### src/rtl/charis_pkg.sv
// Shared definitions for the multi-cycle controller: opcode and ALU codes,
// FSM state encoding, instruction classes and the R-type func legality check.
package charis_pkg;

  localparam logic [5:0] OP_RTYPE = 6'b100000;
  localparam logic [5:0] OP_ADDI  = 6'b110000;
  localparam logic [5:0] OP_ANDI  = 6'b110010;
  localparam logic [5:0] OP_ORI   = 6'b110011;
  localparam logic [5:0] OP_LI    = 6'b111000;
  localparam logic [5:0] OP_LUI   = 6'b111001;
  localparam logic [5:0] OP_LW    = 6'b001111;
  localparam logic [5:0] OP_LB    = 6'b000011;
  localparam logic [5:0] OP_SW    = 6'b011111;
  localparam logic [5:0] OP_SB    = 6'b000111;
  localparam logic [5:0] OP_BEQ   = 6'b000000;
  localparam logic [5:0] OP_BNE   = 6'b000001;
  localparam logic [5:0] OP_B     = 6'b111111;

  localparam logic [3:0] ALU_ADD = 4'b0000;
  localparam logic [3:0] ALU_SUB = 4'b0001;
  localparam logic [3:0] ALU_AND = 4'b0010;
  localparam logic [3:0] ALU_OR  = 4'b0011;

  localparam logic [2:0] S_FETCH  = 3'd0;
  localparam logic [2:0] S_DECODE = 3'd1;
  localparam logic [2:0] S_EXEC   = 3'd2;
  localparam logic [2:0] S_MEM    = 3'd3;
  localparam logic [2:0] S_WB     = 3'd4;
  localparam logic [2:0] S_BRANCH = 3'd5;
  localparam logic [2:0] S_TRAP   = 3'd6;

  typedef enum logic [2:0] {
    CL_RTYPE, CL_ALUI, CL_LOAD, CL_STORE, CL_BEQ, CL_BNE, CL_B, CL_ILLEGAL
  } iclass_e;

  function automatic logic rfunc_legal(input logic [3:0] f);
    return f inside {4'b0000, 4'b0001, 4'b0010, 4'b0011, 4'b0100, 4'b0101,
                     4'b0110, 4'b1000, 4'b1001, 4'b1010, 4'b1100, 4'b1101};
  endfunction

endpackage

### src/rtl/multicycle_control_if.sv
// Controller <-> datapath bundle.
//  Instr, Zero                : datapath -> controller
//  PC_Sel .. Byte_Op          : datapath control inputs
//  Illegal, Retire, Retired_Cnt: status
// master = controller side, slave = datapath side.
interface multicycle_control_if #(parameter int RETIRE_CNT_W = 32);
  logic [31:0]             Instr;
  logic                    Zero;
  logic                    PC_Sel;
  logic                    PC_LdEn;
  logic                    RF_WrEn;
  logic                    RF_WrData_sel;
  logic                    RF_B_sel;
  logic                    ALU_Bin_sel;
  logic [3:0]              ALU_func;
  logic                    Mem_WrEn;
  logic                    Byte_Op;
  logic                    Illegal;
  logic                    Retire;
  logic [RETIRE_CNT_W-1:0] Retired_Cnt;

  modport master (
    input  Instr, Zero,
    output PC_Sel, PC_LdEn, RF_WrEn, RF_WrData_sel, RF_B_sel, ALU_Bin_sel,
           ALU_func, Mem_WrEn, Byte_Op, Illegal, Retire, Retired_Cnt
  );

  modport slave (
    output Instr, Zero,
    input  PC_Sel, PC_LdEn, RF_WrEn, RF_WrData_sel, RF_B_sel, ALU_Bin_sel,
           ALU_func, Mem_WrEn, Byte_Op, Illegal, Retire, Retired_Cnt
  );
endinterface

### src/rtl/instr_class_decode.sv
// Combinational instruction classifier.
//  op_i, func_i   : latched opcode / R-type func
//  class_o        : instruction class
//  alu_func_o     : ALU operation for the EXEC..end phase
//  bin_sel_o      : ALU B input from immediate
//  b_sel_o        : read rd on port B (stores, beq, bne)
//  byte_op_o      : lb/sb
//  illegal_o      : undefined opcode or R-type func
module instr_class_decode
  import charis_pkg::*;
(
  input  logic [5:0] op_i,
  input  logic [3:0] func_i,
  output iclass_e    class_o,
  output logic [3:0] alu_func_o,
  output logic       bin_sel_o,
  output logic       b_sel_o,
  output logic       byte_op_o,
  output logic       illegal_o
);

  always_comb begin
    class_o    = CL_ILLEGAL;
    alu_func_o = ALU_ADD;
    bin_sel_o  = 1'b0;
    b_sel_o    = 1'b0;
    byte_op_o  = 1'b0;
    case (op_i)
      OP_RTYPE: if (rfunc_legal(func_i)) begin
        class_o    = CL_RTYPE;
        alu_func_o = func_i;
      end
      OP_ADDI, OP_LI, OP_LUI: begin
        class_o   = CL_ALUI;
        bin_sel_o = 1'b1;
      end
      OP_ANDI: begin
        class_o    = CL_ALUI;
        alu_func_o = ALU_AND;
        bin_sel_o  = 1'b1;
      end
      OP_ORI: begin
        class_o    = CL_ALUI;
        alu_func_o = ALU_OR;
        bin_sel_o  = 1'b1;
      end
      OP_LW, OP_LB: begin
        class_o   = CL_LOAD;
        bin_sel_o = 1'b1;
        byte_op_o = (op_i == OP_LB);
      end
      OP_SW, OP_SB: begin
        class_o   = CL_STORE;
        bin_sel_o = 1'b1;
        b_sel_o   = 1'b1;
        byte_op_o = (op_i == OP_SB);
      end
      OP_BEQ, OP_BNE: begin
        class_o    = (op_i == OP_BEQ) ? CL_BEQ : CL_BNE;
        alu_func_o = ALU_SUB;
        b_sel_o    = 1'b1;
      end
      OP_B: class_o = CL_B;
      default: ;
    endcase
    illegal_o = (class_o == CL_ILLEGAL);
  end

endmodule

### src/rtl/multicycle_control.sv
// Multi-cycle control FSM driving the datapath control inputs.
//  Clk, Reset : clock, synchronous active-high reset
//  bus        : controller side of multicycle_control_if (Instr/Zero in,
//               datapath controls and Illegal/Retire/Retired_Cnt out)
// Params: ILLEGAL_TRAP (1: sticky trap on undefined opcode, 0: NOP),
//         RETIRE_CNT_W (retired-instruction counter width).
module multicycle_control
  import charis_pkg::*;
#(
  parameter bit ILLEGAL_TRAP = 1'b1,
  parameter int RETIRE_CNT_W = 32
) (
  input  logic                 Clk,
  input  logic                 Reset,
  multicycle_control_if.master bus
);

  logic [2:0]              state_q, state_d;
  logic [5:0]              op_q;
  logic [3:0]              func_q;
  logic                    zero_q;
  logic [RETIRE_CNT_W-1:0] cnt_q, cnt_d;

  iclass_e    cls;
  logic [3:0] dec_alu;
  logic       dec_bin, dec_bsel, dec_byte, dec_ill;

  // only opcode and func bits steer control
  logic unused_instr;
  assign unused_instr = ^bus.Instr[25:4];

  instr_class_decode u_dec (
    .op_i      (op_q),
    .func_i    (func_q),
    .class_o   (cls),
    .alu_func_o(dec_alu),
    .bin_sel_o (dec_bin),
    .b_sel_o   (dec_bsel),
    .byte_op_o (dec_byte),
    .illegal_o (dec_ill)
  );

  always_comb begin
    state_d = state_q;
    case (state_q)
      S_FETCH:  state_d = S_DECODE;
      S_DECODE: begin
        if (cls == CL_B)                  state_d = S_BRANCH;
        else if (dec_ill && ILLEGAL_TRAP) state_d = S_TRAP;
        else                              state_d = S_EXEC;
      end
      S_EXEC: begin
        if (cls == CL_LOAD || cls == CL_STORE)   state_d = S_MEM;
        else if (cls == CL_BEQ || cls == CL_BNE) state_d = S_BRANCH;
        else                                     state_d = S_WB;
      end
      S_MEM:    state_d = (cls == CL_LOAD) ? S_WB : S_FETCH;
      S_WB:     state_d = S_FETCH;
      S_BRANCH: state_d = S_FETCH;
      S_TRAP:   state_d = S_TRAP;
      default:  state_d = S_FETCH;
    endcase
  end

  logic       pc_sel, pc_ld, rf_wr, wd_sel, b_sel, bin_sel, mem_wr, byte_op;
  logic       illegal, retire;
  logic [3:0] alu_f;
  logic       in_instr, alu_phase;

  // FETCH still holds the previous op_q, so decoded controls start at DECODE
  assign in_instr  = state_q inside {S_DECODE, S_EXEC, S_MEM, S_WB, S_BRANCH};
  assign alu_phase = state_q inside {S_EXEC, S_MEM, S_WB, S_BRANCH};

  always_comb begin
    pc_sel  = 1'b0;
    pc_ld   = 1'b0;
    rf_wr   = 1'b0;
    wd_sel  = 1'b0;
    mem_wr  = 1'b0;
    retire  = 1'b0;
    illegal = (state_q == S_TRAP);
    b_sel   = in_instr & dec_bsel;
    byte_op = in_instr & dec_byte;
    bin_sel = alu_phase & dec_bin;
    alu_f   = alu_phase ? dec_alu : ALU_ADD;
    case (state_q)
      S_MEM: if (cls == CL_STORE) begin
        mem_wr = 1'b1;
        pc_ld  = 1'b1;
        retire = 1'b1;
      end
      S_WB: begin
        rf_wr  = (cls != CL_ILLEGAL);  // non-trapping illegal is a NOP
        wd_sel = (cls == CL_LOAD);
        pc_ld  = 1'b1;
        retire = 1'b1;
      end
      S_BRANCH: begin
        pc_ld  = 1'b1;
        retire = 1'b1;
        pc_sel = (cls == CL_B) | ((cls == CL_BEQ) & zero_q) | ((cls == CL_BNE) & ~zero_q);
      end
      default: ;
    endcase
    // reset abandons the current instruction without side effects
    if (Reset) begin
      pc_ld  = 1'b0;
      rf_wr  = 1'b0;
      mem_wr = 1'b0;
      retire = 1'b0;
    end
  end

  assign cnt_d = retire ? cnt_q + RETIRE_CNT_W'(1) : cnt_q;

  always_ff @(posedge Clk) begin
    if (Reset) begin
      state_q <= S_FETCH;
      op_q    <= '0;
      func_q  <= '0;
      zero_q  <= 1'b0;
      cnt_q   <= '0;
    end else begin
      state_q <= state_d;
      if (state_q == S_FETCH) begin
        op_q   <= bus.Instr[31:26];
        func_q <= bus.Instr[3:0];
      end
      if (state_q == S_EXEC) zero_q <= bus.Zero;
      cnt_q <= cnt_d;
    end
  end

  assign bus.PC_Sel        = pc_sel;
  assign bus.PC_LdEn       = pc_ld;
  assign bus.RF_WrEn       = rf_wr;
  assign bus.RF_WrData_sel = wd_sel;
  assign bus.RF_B_sel      = b_sel;
  assign bus.ALU_Bin_sel   = bin_sel;
  assign bus.ALU_func      = alu_f;
  assign bus.Mem_WrEn      = mem_wr;
  assign bus.Byte_Op       = byte_op;
  assign bus.Illegal       = illegal;
  assign bus.Retire        = retire;
  assign bus.Retired_Cnt   = cnt_q;

endmodule

### src/flat_wrapper.sv
// flat-port wrapper written by rule: the top's interface ports become plain ports
module multicycle_control_flat import charis_pkg::*;
#(
  parameter bit ILLEGAL_TRAP = 1'b1,
  parameter int RETIRE_CNT_W = 32
)
  (Clk, Reset, bus_Instr, bus_Zero, bus_PC_Sel, bus_PC_LdEn, bus_RF_WrEn, bus_RF_WrData_sel, bus_RF_B_sel, bus_ALU_Bin_sel, bus_ALU_func, bus_Mem_WrEn, bus_Byte_Op, bus_Illegal, bus_Retire, bus_Retired_Cnt);
  multicycle_control_if #(.RETIRE_CNT_W(RETIRE_CNT_W)) bus_i ();
  input  logic Clk;
  input  logic Reset;
  input wire logic [$bits(bus_i.Instr)-1:0] bus_Instr;
  input wire logic [$bits(bus_i.Zero)-1:0] bus_Zero;
  output wire logic [$bits(bus_i.PC_Sel)-1:0] bus_PC_Sel;
  output wire logic [$bits(bus_i.PC_LdEn)-1:0] bus_PC_LdEn;
  output wire logic [$bits(bus_i.RF_WrEn)-1:0] bus_RF_WrEn;
  output wire logic [$bits(bus_i.RF_WrData_sel)-1:0] bus_RF_WrData_sel;
  output wire logic [$bits(bus_i.RF_B_sel)-1:0] bus_RF_B_sel;
  output wire logic [$bits(bus_i.ALU_Bin_sel)-1:0] bus_ALU_Bin_sel;
  output wire logic [$bits(bus_i.ALU_func)-1:0] bus_ALU_func;
  output wire logic [$bits(bus_i.Mem_WrEn)-1:0] bus_Mem_WrEn;
  output wire logic [$bits(bus_i.Byte_Op)-1:0] bus_Byte_Op;
  output wire logic [$bits(bus_i.Illegal)-1:0] bus_Illegal;
  output wire logic [$bits(bus_i.Retire)-1:0] bus_Retire;
  output wire logic [$bits(bus_i.Retired_Cnt)-1:0] bus_Retired_Cnt;
  assign bus_i.Instr = bus_Instr;
  assign bus_i.Zero = bus_Zero;
  assign bus_PC_Sel = bus_i.PC_Sel;
  assign bus_PC_LdEn = bus_i.PC_LdEn;
  assign bus_RF_WrEn = bus_i.RF_WrEn;
  assign bus_RF_WrData_sel = bus_i.RF_WrData_sel;
  assign bus_RF_B_sel = bus_i.RF_B_sel;
  assign bus_ALU_Bin_sel = bus_i.ALU_Bin_sel;
  assign bus_ALU_func = bus_i.ALU_func;
  assign bus_Mem_WrEn = bus_i.Mem_WrEn;
  assign bus_Byte_Op = bus_i.Byte_Op;
  assign bus_Illegal = bus_i.Illegal;
  assign bus_Retire = bus_i.Retire;
  assign bus_Retired_Cnt = bus_i.Retired_Cnt;
  multicycle_control #(.ILLEGAL_TRAP(ILLEGAL_TRAP), .RETIRE_CNT_W(RETIRE_CNT_W)) u_core (.Clk(Clk), .Reset(Reset), .bus(bus_i));
endmodule
### config.mk
export PLATFORM = sky130hd
export DESIGN_NAME = multicycle_control_flat
export DESIGN_NICKNAME = d
export VERILOG_FILES = /design/src/rtl/charis_pkg.sv /design/src/rtl/multicycle_control_if.sv /design/src/rtl/instr_class_decode.sv /design/src/rtl/multicycle_control.sv /design/src/flat_wrapper.sv
export SDC_FILE = /design/constraint.sdc
export NUM_CORES = 1
export LEC_CHECK = 0
export ABC_AREA = 1
export BUFFER_PORTS_ARGS = -buffer_cell sky130_fd_sc_hd__buf_2
export CAP_MARGIN = 40
export CORE_ASPECT_RATIO = 1.25
export CORE_MARGIN = 2
export CORE_UTILIZATION = 40
export CTS_BUF_LIST = sky130_fd_sc_hd__clkbuf_16
export DETAILED_ROUTE_END_ITERATION = 8
export PLACE_DENSITY = 0.65
export REMOVE_ABC_BUFFERS = 1
export SETUP_SLACK_MARGIN = 0.3
export SYNTH_ARGS = -nofsm -noshare
export SYNTH_HDL_FRONTEND = slang
export SYNTH_SLANG_ARGS = --single-unit
### constraint.sdc
create_clock -name Clk -period 1.65 [get_ports Clk]
set_clock_uncertainty 0.15 [all_clocks]
set_input_delay 0.33 -clock Clk [delete_from_list [all_inputs] [get_ports Clk]]
set_output_delay 0.33 -clock Clk [all_outputs]
set_load 0.1 [all_outputs]
==> results of run 1 <==
-- worst max-delay path, cell delays in order, from the launching register on --
cell,delay [ns]
dfxtp_4,0.38
inv_2,0.07
nor2_2,0.18
nand3_4,0.15
inv_2,0.10
nor2_2,0.05
nand2_4,0.08
nand4_1,0.18
nand2_1,0.15
nand2_1,0.08
nor2_2,0.16
buf_12,0.19
-- timing repair --
action	in CTS	in global routing
resized for setup	202	137
setup buffers	22	16
endpoints found under the setup margin	92	91
gates cloned	2	1
pin swaps	11	49
-- metrics by stage --
stage	hold WS, ns	utilization	instances	setup slack, ns
2_1_floorplan	0.249	-	469	-1.94
3_3_place_gp	0.327	0.639	704	-0.413
3_5_place_dp	0.348	0.639	704	-0.489
5_1_grt	0.150	0.871	753	-0.959
4_1_cts	0.132	0.774	736	-0.650
6_report	0.128	0.871	753	-0.890
-- power by group through the flow --
stage / clock, mW / combinational (mW) / sequential (mW)
6_report: 1.21 / 4.87 / 1.49
5_1_grt: 1.26 / 5.04 / 1.51
4_1_cts: 1.18 / 3.50 / 1.47
3_5_place_dp: 0 / 2.75 / 1.41
3_3_place_gp: 0 / 2.72 / 1.39
2_1_floorplan: 0 / 1.33 / 1.50
-- cell type report --
cell class,count,area [µm²],area share
clock buffers,5,125,0.0205
multi-input cells,379,2400,0.393
well taps,90,113,0.0184
repair buffers,186,2220,0.363
inverters,44,173,0.0282
flip-flops and latches,46,1040,0.170
clock inverters,3,43.8,0.00716
-- cells in the final DEF (no fill, tap or decap), types with 13 or more instances in the layout --
| cell type | synthesis | final |
|---|---|---|
| nand2_1 | 157 | 127 |
| buf_4 | 2 | 75 |
| nor2_1 | 76 | 54 |
| buf_12 | 0 | 49 |
| buf_6 | 2 | 46 |
| inv_1 | 43 | 34 |
| dfxtp_4 | 0 | 27 |
| a21oi_2 | 0 | 26 |
| nand3_1 | 31 | 19 |
| nand2_2 | 2 | 17 |
| nor2_4 | 1 | 15 |
| nand2_4 | 0 | 14 |
| dfxtp_2 | 0 | 13 |
-- registers in the layout, indices dropped and copies added (netlist names) --
register / cells
u_core.op_q: 6
u_core.state_q: 3
u_core.zero_q: 1
u_core.func_q: 4
u_core.bus.Retired_Cnt: 32
-- path summary, 6_finish.rpt --
kind,startpoint,slack (ns),end
max,u_core.op_q[5]$_SDFFE_PP0P_,-0.89,bus_PC_Sel
min,bus_Instr[30],0.13,u_core.op_q[4]$_SDFFE_PP0P_
max reg2reg,u_core.op_q[5]$_SDFFE_PP0P_,-0.41,u_core.bus.Retired_Cnt[3]$_SDFFE_PP0P_
min reg2reg,u_core.bus.Retired_Cnt[30]$_SDFFE_PP0P_,0.37,u_core.bus.Retired_Cnt[30]$_SDFFE_PP0P_
-- cells by family after synthesis --
family                   count (synthesis)  share of synthesized area
AND/OR/NAND/NOR                        302                      0.440
buffers and inverters                   58                     0.0834
adder cells (fa/ha/maj)                  2                    0.00859
flip-flops                              46                      0.316
AO/OA/AOI/OAI                           63                      0.116
XOR/XNOR                                12                     0.0361
-- metal layers --
| layer | vias to the layer above | global-route usage | routed length [µm] |
|---|---|---|---|
| met5 | - | 0 | 0 |
| met4 | 0 | 0.168 | 1400 |
| met3 | 137 | 0.0472 | 1200 |
| met2 | 325 | 0.555 | 7760 |
| met1 | 2027 | 0.325 | 5050 |
| li1 | 1923 | - | - |
-- cell usage after synthesis (all sizes together) --
cell type and instances:
buf 6, and3 3, nand3 33, ha 2, nand3b 8, nand4 11
a21oi 41, clkbuf 8, o21ai 18, a31oi 1, a221oi 1, or2 1
nor3 7, xor2 12, o21a 1, dfxtp 46, nand2 159, nor2 79
nor4 1, inv 44, o31ai 1
==> results.cfg, run 1 <==
[status]
run_status = complete, but fails checks
violations = negative setup slack

[worst_setup_path]
r2r_cells = 12
critical_path.max_fanout = 5
critPathRequiredTime_ns = 1.17
critPathArrivalTime_ns = 2.06
crit_path_end_kind = output port
path_class = flop to output port
startpoint_type = flop

[global_routing]
antenna_found_initial = 0
track_usage = 0.303
grt_pass1_wl_um = 19100
grt_max_degree = 25
grt_pass1_vias = 4206
grt_remaining_overflow = 0

[drt]
dr.pass1.iters = 7
vias = 4412
routed_wl_um = 15400
final_antenna_net_count = 0
drt_iter0_markers = 455
wl_per_cell_um = 20.5
drc = 0
vias_per_cell = 5.86

[cells_and_area]
drive_gt1_frac = 0.552
final_area_um2 = 6110
n_antenna_cell = 0
fill_cells = 322
final_nets = 699
area_growth_pct = 110

[clocking]
cts_buffers = 5
htreeDepth = 2
clk_pin_slew_ns = 0.07
worst_skew_pair.late_latency_ns = 0.29
cts_buffer_depth = 2
cts_root_buf = clkbuf_16
cts_tree = done
clock_sinks = 46
hold_buffers = 0

[placed_design]
place.gp.congestion = 0.961
dp_hpwl_um = 7410
portBuffers = 58
place_area_um2 = 4490

[pwr]
clkPwrFrac = 0.160
power.density_nw_per_um2 = 1240
ir_worst_vdd_uv = 1530
combPwrFrac = 0.643
seq_power_share = 0.197
fin_total_pwr_mw = 7.56
leakagePower_nw = 2.64
power.share.switching = 0.455
p_switching_mw = 3.44
p_int_mw = 4.12

[sta]
fin_setup_tns_ns = -18.98
rsz0062_at_grt = yes
setup_viol = 47
drv_slew = 0
hold_violations = 0
slew_headroom = 0.719
fmax_ghz = 0.394
period_share = 1.54
period_minus_slack_ns = 2.54
tightestPinTransition_ns = 0.417
fin_ws_ns = -0.890

[synth]
ys_seq_elements = 46
yosys_warnings = 0
syn_area_um2 = 2910
synth_top_area_share = 0.316
yosysSeqAreaShare = 0.316
avgSynthCellArea_um2 = 6.03
synth_area_leaders = dfxtp_1, nand2_1, nor2_1, a21oi_1, inv_1
ys_types = 30
yosysTopAreaCell = dfxtp_1
postSynthCellCount = 483

[min_path]
hold_path_class = primary input to flop
hold_depth = 3

[job]
maxCapViolations = 0

[die]
boundaryPins = 81
die_y_um = 99.4
die_area_um2 = 7980
core_area_um2 = 7020
dieWidth_um = 80.3
start_util = 0.415
rows = 34
Note: power is estimated with default switching activity, not from simulation.
==> run 2, diff against run 1 <==
--- a/config.mk
+++ b/config.mk
@@ -18,4 +18,5 @@
 export SETUP_SLACK_MARGIN = 0.3
 export SYNTH_ARGS = -nofsm -noshare
 export SYNTH_HDL_FRONTEND = slang
+export SYNTH_HIERARCHICAL = 1
 export SYNTH_SLANG_ARGS = --single-unit
==> results.cfg, run 2 <==
[die]
core_area_um2 = 6980
dieWidth_um = 79.8
rows = 34
start_util = 0.411
die_area_um2 = 7870
die_y_um = 98.7
boundaryPins = 81

[pwr]
leakagePower_nw = 2.46
power.density_nw_per_um2 = 1220
ir_worst_vdd_uv = 1010

[global_routing]
grt_pass1_wl_um = 18200
grt_max_degree = 24
track_usage = 0.290
antenna_found_initial = 0
grt_pass1_vias = 3834
grt_remaining_overflow = 0

[min_path]
min_from = bus_Instr[2]
hold_path_class = primary input to flop
hold-path-endpoint = u_core/func_q[2]$_SDFFE_PP0P_
hold_depth = 3

[clocking]
htreeDepth = 2
cts_root_buf = clkbuf_16
clk_pin_slew_ns = 0.06
cts_buffer_depth = 2
cts_buffers = 5
cts_tree = done
worst_skew_pair.late_latency_ns = 0.29
clock_sinks = 46
hold_buffers = 0

[sta]
period_minus_slack_ns = 2.72
rsz0062_at_grt = yes
fin_ws_ns = -1.07
slew_headroom = 0.621
period_share = 1.65
tightestPinTransition_ns = 0.566
setup_viol = 49
drv_slew = 0
hold_ws_ns = 0.148
fmax_ghz = 0.367
hold_violations = 0
fin_setup_tns_ns = -42.76

[cells_and_area]
final_cell_mix = nor2_1, nand2_1, buf_4
final_cells = 712
n_antenna_cell = 0
final_area_um2 = 5600
layout_commonest_cell = nor2_1
area_growth_pct = 95.0
final_nets = 657
multi_input_area_um2 = 2120
drive_gt1_frac = 0.500
largest_reg_flops = 32
regArea_um2 = 1030
fill_cells = 399

[synth]
synth_fa_ha_area_frac = 0.00436
yosysSeqAreaShare = 0.321
synth_compound_area_frac = 0.0990
postSynthCellCount = 468
ys_types = 34
yosys_warnings = 6
synthMuxAreaShare = 0
synthSimpleGateAreaFrac = 0.458
synth-edff-count = 0
synthTopCellsByCount = nor2_1, nand2_1, inv_1
ys_seq_elements = 46
synthArstFlopShare = 0
synth_area_leaders = dfxtp_1, nor2_1, nand2_1, inv_1, nand3_1
avgSynthCellArea_um2 = 6.13
synth_xor_xnor_area_share = 0.0153
synth_top_flop_cell = dfxtp_1
yosysTopAreaCell = dfxtp_1
syn_area_um2 = 2870
synth_top_area_share = 0.321
synth_most_common_cell = nor2_1
synth_top_family_by_area = simple AND/OR/NAND/NOR gates

[drt]
vias = 3996
wl_per_cell_um = 18.3
final_antenna_net_count = 0
vias_per_cell = 5.61
drt_iter0_markers = 315
routed_wl_um = 13000
drc = 1
dr.pass1.iters = 8

[worst_setup_path]
cpMostUsedCell = nor2_4
cpPeakStageDelay_ns = 0.38
r2r_cells = 17
r2r_end = u_core/bus.Retired_Cnt[3]$_SDFFE_PP0P_
critical_path.max_fanout = 5
slowest_stage = dfxtp_4
reg2reg_setup_slack_ns = -1.04
worstPathCellList = nor2_4, nand3_1, nand3_2, nor2_4, a21oi_2, inv_2, nand2_4, buf_6, nor2_2, nor3_2, buf_4, buf_12
critPathArrivalTime_ns = 2.24
r2r-start = u_core/op_q[2]$_SDFFE_PP0P_
critPathRequiredTime_ns = 1.17
startpoint_type = flop
startpoint = u_core/op_q[2]$_SDFFE_PP0P_
crit_path_end_kind = output port
path_class = flop to output port

[job]
maxCapViolations = 0

[status]
violations = design-rule violations, negative setup slack
run_status = complete, but fails checks

[placed_design]
place.gp.congestion = 0.907
portBuffers = 58
place_area_um2 = 4170
dpl.cell_count = 666
dp_hpwl_um = 6390
-- run 2: cell count changes in the layout (fill, tap and decap cells not counted), sizes merged, moves of 5 or more --
cell / delta
inv: +20
nor2: +39
xor2: -10
o21ai: +5
a21oi: -18
nand3b: -7
nand4: +5
nand2: -53
buf: -29
-- run 2: cells by family after synthesis --
group | count (synthesis)
AO/OA/AOI/OAI | 52
flip-flops | 46
AND/OR/NAND/NOR | 290
XOR/XNOR | 5
adder cells (fa/ha/maj) | 1
buffers and inverters | 74
-- run 2: per-stage QoR --
stage | power, mW | setup WS [ns] | util
6_report | 6.84 | -1.07 | 0.802
5_1_grt | 7.08 | -1.14 | 0.802
4_1_cts | 6.07 | -0.899 | 0.753
3_5_place_dp | 4.06 | -0.789 | 0.597
3_3_place_gp | 4.00 | -0.688 | 0.597
2_1_floorplan | 3.03 | -2.08 | -
-- run 2: cell type report --
class | count | share of cell area
sequential | 46 | 0.184
multi-input combinational | 349 | 0.378
inverter | 63 | 0.0440
clock inverter | 3 | 0.00671
tap | 90 | 0.0201
clock buffer | 5 | 0.0224
timing repair buffer | 156 | 0.344
-- run 2: power by group --
part / internal (mW) / total [mW] / switching (mW)
Sequential: 1.29 / 1.55 / 0.256
Clock: 0.705 / 1.14 / 0.435
Combinational: 1.69 / 4.15 / 2.46
-- run 2: worst max-delay path by stage --
| stage | slack [ns] | endpoint |
|---|---|---|
| final | -1.07 | bus_RF_WrEn |
| after global placement | -0.69 | bus_PC_LdEn |
| after CTS | -0.90 | bus_Retire |
| after floorplan | -2.08 | bus_RF_WrEn |
| after global routing | -1.14 | bus_RF_WrEn |
| after detailed placement | -0.79 | bus_Retire |
-- run 2: critical path: cells and delay by family (launching register included) --
| family | cells | cell delay [ns] |
|---|---|---|
| AOI/OAI and AO/OA | 1 | 0.24 |
| and+or+nand+nor | 7 | 0.85 |
| DFF | 1 | 0.38 |
| buffers and inverters | 4 | 0.50 |
-- run 2: layer usage --
metal | track usage | vias to the layer above | routed length (µm)
li1 | - | 1790 | -
met1 | 0.309 | 1877 | 4590
met2 | 0.537 | 257 | 6720
met3 | 0.0458 | 72 | 932
met4 | 0.154 | 0 | 795
met5 | 0 | - | 0
-- run 2: timing repair --
action,4_1_cts,5_1_grt
gates cloned,2,0
setup endpoints to repair,92,88
gates resized for setup,224,75
setup buffers,27,9
pin swaps,29,39
==> run 3, diff against run 2 <==
--- a/config.mk
+++ b/config.mk
@@ -16,6 +16,7 @@
 export PLACE_DENSITY = 0.65
 export REMOVE_ABC_BUFFERS = 1
 export SETUP_SLACK_MARGIN = 0.3
+export SKIP_LAST_GASP = 1
 export SYNTH_ARGS = -nofsm -noshare
 export SYNTH_HDL_FRONTEND = slang
 export SYNTH_HIERARCHICAL = 1
==> results.cfg, run 3 (synthesis gave the netlist of run 2 again) <==
[status]
violations = negative setup slack
run_status = complete, but fails checks

[min_path]
min_from = bus_Instr[3]
hold_path_class = primary input to flop

[global_routing]
track_usage = 0.279
grt_pass1_wl_um = 17400
grt_pass1_vias = 3777
grt_remaining_overflow = 0
antenna_found_initial = 0
grt_max_degree = 24

[clocking]
cts_root_buf = clkbuf_16
hold_buffers = 0
cts_buffers = 5
clk_pin_slew_ns = 0.07
cts_buffer_depth = 2
worst_skew_pair.late_latency_ns = 0.29
htreeDepth = 2
cts_tree = done
clock_sinks = 46

[pwr]
power.density_nw_per_um2 = 1250
combPwrFrac = 0.613
clkPwrFrac = 0.165
power.share.switching = 0.466
leakagePower_nw = 2.46
seq_power_share = 0.222
p_switching_mw = 3.25
p_int_mw = 3.73
ir_worst_vdd_uv = 1050
fin_total_pwr_mw = 6.98

[worst_setup_path]
cpPeakStageDelay_ns = 0.41
slowest_stage = dfxtp_4
critical_path.max_fanout = 5
crit_path_end_kind = output port
path_class = flop to output port
crit_family = simple AND/OR/NAND/NOR gates
startpoint = u_core/op_q[3]$_SDFFE_PP0P_
critPathRequiredTime_ns = 1.17
startpoint_type = flop
worst-path-buf-inv = 4
r2r-start = u_core/op_q[2]$_SDFFE_PP0P_
worstPathCellList = nand2_2, nor2_4, nand2_2, nand3_2, nor2_4, a21oi_2, inv_2, nand2_4, buf_4, nor2_1, nor3_1, buf_4, buf_12
critPathArrivalTime_ns = 2.23

[die]
dieWidth_um = 79.8
die_y_um = 98.7
boundaryPins = 81
core_area_um2 = 6980
start_util = 0.411
rows = 34
die_area_um2 = 7870

[sta]
fmax_ghz = 0.369
tightestPinTransition_ns = 0.542
fin_setup_tns_ns = -42.11
fin_ws_ns = -1.06
rsz0062_at_grt = yes
slew_headroom = 0.637
period_share = 1.64
hold_ws_ns = 0.140
hold_violations = 0
drv_slew = 0
period_minus_slack_ns = 2.71
setup_viol = 49

[cells_and_area]
final_cells = 714
final_nets = 659
n_antenna_cell = 0
final_cell_mix = nor2_1, nand2_1, buf_4
largest_reg_flops = 32
area_growth_pct = 95.4
layout_commonest_cell = nor2_1
final_area_um2 = 5610
drive_gt1_frac = 0.500

[drt]
wl_per_cell_um = 17.7
drc = 0
drt_iter0_markers = 333
final_antenna_net_count = 0
vias_per_cell = 5.57
dr.pass1.iters = 8
routed_wl_um = 12700
vias = 3976

[placed_design]
portBuffers = 58
place.gp.congestion = 0.907
dp_hpwl_um = 6390
dpl.cell_count = 666
place_area_um2 = 4170

[job]
maxCapViolations = 0
run 3: layout make-up:
cell class / instances / area (µm²)
flip-flops and latches: 46 / 1030
repair buffers: 158 / 1920
multi-input cells: 349 / 2140
clock buffers: 5 / 125
inverters: 63 / 246
clock inverters: 3 / 37.5
fillers: 385 / 1370
well taps: 90 / 113
run 3: through the flow:
stage          setup WS (ns)  utilization
6_report               -1.06        0.804
4_1_cts               -0.899        0.748
3_3_place_gp          -0.688        0.597
2_1_floorplan          -2.08            -
5_1_grt                -1.10        0.804
3_5_place_dp          -0.789        0.597
run 3: path summary, 6_finish.rpt:
check                                            end  slack, ns  depth (start not counted)
max reg2reg  u_core/bus.Retired_Cnt[11]$_SDFFE_PP0P_      -1.00                         17
min                    u_core/func_q[3]$_SDFFE_PP0P_       0.14                          3
max                                      bus_RF_WrEn      -1.06                         13
min reg2reg  u_core/bus.Retired_Cnt[31]$_SDFFE_PP0P_       0.37                          2
run 3: worst min-delay path: stages:
cell and delay (ns):
buf_2 0.07, o21ai_0 0.07, nor2_1 0.08
run 3: repair_timing:
| action | 4_1_cts | 5_1_grt |
|---|---|---|
| cloned | 2 | 0 |
| pin swaps | 29 | 42 |
| buffers inserted | 27 | 11 |
| gates resized for setup | 215 | 85 |
| setup endpoints to repair | 92 | 88 |
run 3: power by group through the flow:
stage                     registers (mW)  logic (mW)  clock network (mW)
after floorplan                     1.51        1.52                   0
after global placement              1.43        2.57                   0
after detailed placement            1.45        2.62                   0
after CTS                           1.48        3.43                1.14
after global routing                1.57        4.43                1.20
final                               1.55        4.28                1.15
run 3: layer usage:
metal,wire (µm),global-route usage,vias to the layer above
met4,641,0.150,0
met5,0,0,-
met3,770,0.0421,63
met2,6730,0.515,219
met1,4530,0.297,1894
li1,-,-,1800
